File: src/rtl/sys_cmd_pkg.sv
// sys_cmd_pkg: shared constants and types for the command initiator.
// Opcode bytes, request encodings, FSM states and frame lengths.
package sys_cmd_pkg;

  localparam logic [7:0] OPC_WR  = 8'hAA;
  localparam logic [7:0] OPC_RD  = 8'hBB;
  localparam logic [7:0] OPC_ALU = 8'hCC;
  localparam logic [7:0] OPC_ALN = 8'hDD;

  localparam logic [1:0] OP_WR  = 2'b00;
  localparam logic [1:0] OP_RD  = 2'b01;
  localparam logic [1:0] OP_ALU = 2'b10;
  localparam logic [1:0] OP_ALN = 2'b11;

  localparam logic [2:0] LEN_WR  = 3'd3;
  localparam logic [2:0] LEN_RD  = 3'd2;
  localparam logic [2:0] LEN_ALU = 3'd4;
  localparam logic [2:0] LEN_ALN = 3'd2;

  typedef enum logic [1:0] {
    ST_IDLE = 2'd0,
    ST_SEND = 2'd1,
    ST_WAIT = 2'd2
  } state_t;

endpackage

File: src/rtl/sys_cmd_timer.sv
// sys_cmd_timer: clearable up-counter for the response wait.
// tc flags the final cycle of the wait window.
module sys_cmd_timer #(
  parameter int TIMEOUT_CYCLES = 65535,
  parameter int TIMEOUT_W      = 16
) (
  input  logic                 CLK,
  input  logic                 RST,
  input  logic                 clr,
  input  logic                 en,
  output logic [TIMEOUT_W-1:0] cnt,
  output logic                 tc
);

  localparam logic [TIMEOUT_W-1:0] LAST =
    TIMEOUT_W'(TIMEOUT_CYCLES - 1);

  always_ff @(posedge CLK) begin
    if (RST) begin
      cnt <= '0;
    end else if (clr) begin
      cnt <= '0;
    end else if (en) begin
      cnt <= cnt + 1'b1;
    end
  end

  assign tc = en && (cnt == LAST);

endmodule

File: src/rtl/sys_cmd_master.sv
// sys_cmd_master: serialises one command frame to UART TX and
// returns the single response byte from UART RX, or a timeout.
module sys_cmd_master #(
  parameter int DATA_WIDTH     = 8,
  parameter int ADDR_WIDTH     = 4,
  parameter int TIMEOUT_CYCLES = 65535,
  parameter int TIMEOUT_W      = 16
) (
  input  logic                  CLK,
  input  logic                  RST,
  input  logic                  req_valid,
  output logic                  req_ready,
  input  logic [1:0]            req_op,
  input  logic [ADDR_WIDTH-1:0] req_addr,
  input  logic [DATA_WIDTH-1:0] req_data,
  input  logic [DATA_WIDTH-1:0] req_opa,
  input  logic [DATA_WIDTH-1:0] req_opb,
  input  logic [3:0]            req_fun,
  output logic [DATA_WIDTH-1:0] tx_data,
  output logic                  tx_valid,
  input  logic                  tx_ready,
  input  logic [DATA_WIDTH-1:0] rx_data,
  input  logic                  rx_valid,
  output logic                  rsp_valid,
  output logic [DATA_WIDTH-1:0] rsp_data,
  output logic                  rsp_timeout,
  output logic                  busy
);

  import sys_cmd_pkg::*;

  typedef logic [DATA_WIDTH-1:0] byte_t;

  state_t state_q, state_d;
  logic [1:0] idx_q, idx_d;
  logic [2:0] len_q, len_d;
  byte_t frame_q [4];
  byte_t frame_d [4];
  logic  rsp_valid_d;
  byte_t rsp_data_d;
  logic  rsp_to_d;
  logic  rst_q;
  logic  last;
  logic  tc;
  logic  in_wait;
  logic [TIMEOUT_W-1:0] cnt;

  assign in_wait = (state_q == ST_WAIT);

  sys_cmd_timer #(
    .TIMEOUT_CYCLES (TIMEOUT_CYCLES),
    .TIMEOUT_W      (TIMEOUT_W)
  ) u_timer (
    .CLK (CLK),
    .RST (RST),
    .clr (!in_wait),
    .en  (in_wait),
    .cnt (cnt),
    .tc  (tc)
  );

  // Hold req_ready low for one cycle after reset is released.
  always_ff @(posedge CLK) begin
    rst_q <= RST;
  end

  assign req_ready = (state_q == ST_IDLE) && !rst_q;
  assign busy      = (state_q == ST_SEND) || in_wait;
  assign tx_valid  = (state_q == ST_SEND);
  assign tx_data   = tx_valid ? frame_q[idx_q] : '0;
  assign last      = ({1'b0, idx_q} == (len_q - 3'd1));

  always_comb begin
    state_d     = state_q;
    idx_d       = idx_q;
    len_d       = len_q;
    frame_d     = frame_q;
    rsp_valid_d = 1'b0;
    rsp_data_d  = rsp_data;
    rsp_to_d    = rsp_timeout;
    unique case (state_q)
      ST_IDLE: begin
        if (req_valid && req_ready) begin
          state_d    = ST_SEND;
          idx_d      = 2'd0;
          frame_d[3] = '0;
          unique case (req_op)
            OP_WR: begin
              frame_d[0] = DATA_WIDTH'(OPC_WR);
              frame_d[1] = DATA_WIDTH'(req_addr);
              frame_d[2] = req_data;
              len_d      = LEN_WR;
            end
            OP_RD: begin
              frame_d[0] = DATA_WIDTH'(OPC_RD);
              frame_d[1] = DATA_WIDTH'(req_addr);
              frame_d[2] = '0;
              len_d      = LEN_RD;
            end
            OP_ALU: begin
              frame_d[0] = DATA_WIDTH'(OPC_ALU);
              frame_d[1] = req_opa;
              frame_d[2] = req_opb;
              frame_d[3] = DATA_WIDTH'(req_fun);
              len_d      = LEN_ALU;
            end
            default: begin
              frame_d[0] = DATA_WIDTH'(OPC_ALN);
              frame_d[1] = DATA_WIDTH'(req_fun);
              frame_d[2] = '0;
              len_d      = LEN_ALN;
            end
          endcase
        end
      end
      ST_SEND: begin
        if (tx_ready) begin
          if (last) begin
            state_d = ST_WAIT;
            idx_d   = 2'd0;
          end else begin
            idx_d = idx_q + 2'd1;
          end
        end
      end
      ST_WAIT: begin
        if (rx_valid) begin
          state_d     = ST_IDLE;
          rsp_valid_d = 1'b1;
          rsp_data_d  = rx_data;
          rsp_to_d    = 1'b0;
        end else if (tc) begin
          state_d     = ST_IDLE;
          rsp_valid_d = 1'b1;
          rsp_data_d  = '0;
          rsp_to_d    = 1'b1;
        end
      end
      default: state_d = ST_IDLE;
    endcase
  end

  always_ff @(posedge CLK) begin
    if (RST) begin
      state_q     <= ST_IDLE;
      idx_q       <= '0;
      len_q       <= '0;
      frame_q     <= '{default: '0};
      rsp_valid   <= 1'b0;
      rsp_data    <= '0;
      rsp_timeout <= 1'b0;
    end else begin
      state_q     <= state_d;
      idx_q       <= idx_d;
      len_q       <= len_d;
      frame_q     <= frame_d;
      rsp_valid   <= rsp_valid_d;
      rsp_data    <= rsp_data_d;
      rsp_timeout <= rsp_to_d;
    end
  end

endmodule

File: config.mk
export PLATFORM = sky130hd
export DESIGN_NAME = sys_cmd_master
export DESIGN_NICKNAME = d
export VERILOG_FILES = /design/src/rtl/sys_cmd_pkg.sv /design/src/rtl/sys_cmd_timer.sv /design/src/rtl/sys_cmd_master.sv
export SDC_FILE = /design/constraint.sdc
export NUM_CORES = 1
export LEC_CHECK = 0
export ABC_AREA = 1
export BUFFER_PORTS_ARGS = -buffer_cell sky130_fd_sc_hd__buf_4
export CAP_MARGIN = 10
export CORE_MARGIN = 2
export CORE_UTILIZATION = 45
export CTS_CLUSTER_DIAMETER = 200
export DETAILED_ROUTE_END_ITERATION = 12
export MAX_ROUTING_LAYER = met4
export PLACE_DENSITY_LB_ADDON = 0.1
export SYNTH_ARGS = -nofsm -noshare
export SYNTH_HDL_FRONTEND = slang
export SYNTH_SLANG_ARGS = --single-unit
File: constraint.sdc
create_clock -name CLK -period 1.96 [get_ports CLK]
set_input_delay 0.098 -clock CLK [delete_from_list [all_inputs] [get_ports CLK]]
set_output_delay 0.098 -clock CLK [all_outputs]
set_load 0.03 [all_outputs]
==> impl_metrics.ini <==
[outcome]
outcome = completed

[synth]
yosysWarnings = 0
synth_top_cell_area_share_pct = 41.6
syn-num-nets = 450
synth.top_cells.by_area = dfxtp_1 (42%), nand2_1 (16%), a21oi_1 (7.7%), nand3_1 (5.2%), nor2_1 (5.0%)
syn-cell-area_sq_um = 2790
synth.distinct_cells = 31
ys_seq_elements = 58
synth_top_area_cell = dfxtp_1
synth_area_per_cell_sq_um = 7.04
synth_cells = 396
yosysSeqAreaShare_pct = 41.6

[power_and_ir_drop]
power.total_w = 0.00336
p_leak_nw = 1.52
power_density_nw_per_um2 = 942
p_int_w = 0.00222
p_sw_w = 0.00113
p_seq_share_pct = 40.0
clockPowerShare_pct = 31.4
p_comb_share_pct = 28.6
p_sw_share_pct = 33.8
vdd_drop_max_uv = 522

[route]
detail_route.iter0.violations = 134
drtAntennaViolNets = 0
drc_errors = 0
vias = 2740
wl_um = 6830
wl_per_cell_um = 12.5
via_per_inst = 5.01
drt_first_pass_iters = 4

[die]
start_util_pct = 46.8
pin_count = 68
fp.coreArea_sq_um = 5960
die_area_sq_um = 6840
die_h_um = 82.7
dieWidth_um = 82.7
placementRows = 28

[placed_design]
routabilityCongestion = 0.874
dp.cells = 530
io_buffers = 67
dp_hpwl_um = 4960

[worst_setup_path]
endpoint_kind = primary output
cp.arrival_ps = 1630
timing.rr.start = state_q[0]
max_stage_delay_ps = 320
crit_slowest_cell = dfxtp_1
worstPathRequired_ps = 1860
cp-endpoint = tx_data[3]
r2r_end = frame_q[14]
r2r_cells = 8
critPathMaxFanout = 10
path_cells = inv_1 > ha_1 > inv_1 > buf_4 > a21oi_1 > buf_4
ff2ff_setup_slack_ps = 240
critPathKind = reg -> out
startpoint_type = flop
cp-startpoint = state_q[1]

[timing]
slew_viol_final = 0
finClkSkew_ps = 2.47
hold_viol = 0
finalSetupViolCount = 0
fin_setup_tns_ps = 0
finalCriticalPeriod_ps = 1730
grt_setup_unrepaired = no
finalCritPeriodShare_pct = 88.4
fin_hold_ws_ps = 17.2
max_freq_mhz = 577
slew_headroom_pct = 57.7
worst_pin_slew_ps = 632

[hold_path]
whs_path_depth = 3
worstHoldPathType = in -> reg

[clock_tree]
cts_buffers = 9
insertion_delay_ps = 340
cts_buffer_depth = 2
h-tree-depth = 3
clkSinkCount = 58
cts_tree = done
clk_pin_slew_ps = 60
root_buffer = clkbuf_8
postCtsHoldBufs = 0

[cells_and_area]
n_fill_cell = 569
final_core_util_pct = 59.8
fin_cells = 547
n_antenna_cell = 0
drive_gt1_share_pct = 22.0
syn_to_final_growth_pct = 27.8
final_nets = 521

[global_routing]
grt_pass1_vias = 2623
antenna_found_initial = 0
grt_pass1_wl_um = 11500
grt_overflow = 0
track_usage_pct = 22.6
grt_max_degree = 32

[flow_run]
maxCapViolations = 0
==> flip-flops by register name, summed over array words and instances (netlist names), 2 cells and up <==
name         cells
frame_q         24
idx_q            2
len_q            3
rsp_data         8
state_q          2
u_timer.cnt     16
==> power groups by stage <==
| stage | Combinational (W) | Sequential [W] | Clock (W) |
|---|---|---|---|
| after detailed placement | 0.000951 | 0.00137 | 0 |
| after global placement | 0.000944 | 0.00136 | 0 |
| final | 0.000959 | 0.00134 | 0.00105 |
| after CTS | 0.000955 | 0.00134 | 0.00108 |
| after floorplan | 0.000611 | 0.00140 | 0 |
| after global routing | 0.00108 | 0.00136 | 0.00113 |
==> through the flow <==
| stage | area (sq um) | setup slack, ps |
|---|---|---|
| after CTS | 3550 | 165 |
| final | 3560 | 227 |
| after global routing | 3560 | 37.8 |
| after floorplan | 2790 | 347 |
| after global placement | 3370 | 309 |
| after detailed placement | 3370 | 261 |
==> layout make-up <==
type | instances | area, sq um | area share [%]
clock buffer | 10 | 128 | 3.58
clock inverter | 6 | 57.6 | 1.62
inverter | 34 | 131 | 3.69
multi-input combinational | 289 | 1430 | 40.1
sequential | 58 | 1160 | 32.6
tap | 75 | 93.8 | 2.63
timing repair buffer | 75 | 563 | 15.8
==> metal layers <==
metal,track usage (%),share of wire [%],routed length (um),vias to the layer above
met4,9.02,1.3,87,0
li1,-,-,-,1430
met3,5.87,5.7,388,7
met2,32.9,43,2930,79
met5,-,0,0,-
met1,30.0,50,3420,1224
==> placed cells by master (no fill, tap or decap), types with 2 or more instances in the layout <==
cell type,n
a211oi_1,2
a21oi_1,43
a31oi_1,12
buf_4,75
clkbuf_8,9
clkinv_2,4
clkinvlp_4,2
dfxtp_1,57
ha_1,7
inv_1,30
inv_2,3
nand2_1,118
nand3_1,29
nand4_1,3
nor2_1,37
nor2_8,2
nor3_1,3
o21a_1,2
o21ai_0,16
xnor2_1,2
xor2_1,4
==> cells in the mapped netlist <==
master      n
nand2_1   118
dfxtp_1    58
a21oi_1    43
nor2_1     37
inv_1      31
nand3_1    29
o21ai_0    16
a31oi_1    12
clkbuf_1    8
ha_1        7
buf_2       4
xor2_1      4
inv_2       3
nand4_1     3
nor3_1      3
a211oi_1    2
nor2_8      2
o21a_1      2
xnor2_1     2
a21oi_2     1
and3_1      1
buf_1       1
buf_4       1
buf_6       1
nand2_4     1
nand3b_1    1
nor2_2      1
nor2_4      1
nor3_4      1
nor3b_2     1
or2_2       1
==> how the worst min path moves through the flow <==
stage                     from     endpoint  slack, ps
detailed placement  rx_data[5]  rsp_data[5]        370
global placement    req_opb[3]  frame_q[11]        360
floorplan                  RST        rst_q        130
global route        req_fun[0]   frame_q[0]         20
finish              rx_data[4]  rsp_data[4]         20
CTS                 rx_data[4]  rsp_data[4]          6
==> timing repair <==
item,in CTS,in global routing
setup buffers,0,1
gates resized for setup,0,2
setup endpoints to repair,0,2
==> logic make-up after synthesis <==
| logic type | synth area share (%) |
|---|---|
| simple gates | 31.5 |
| compound gates | 14.7 |
| flops | 41.6 |
| buf+inv | 7.18 |
| fa+ha+maj | 3.14 |
| xor+xnor | 1.88 |
==> critical path, delay by kind of cell (launching register included) <==
family,cells,cell delay [ps]
flops,1,320
buf+inv,4,550
fa+ha+maj,1,210
compound gates,1,210
Power figures use the tool's default switching activity.
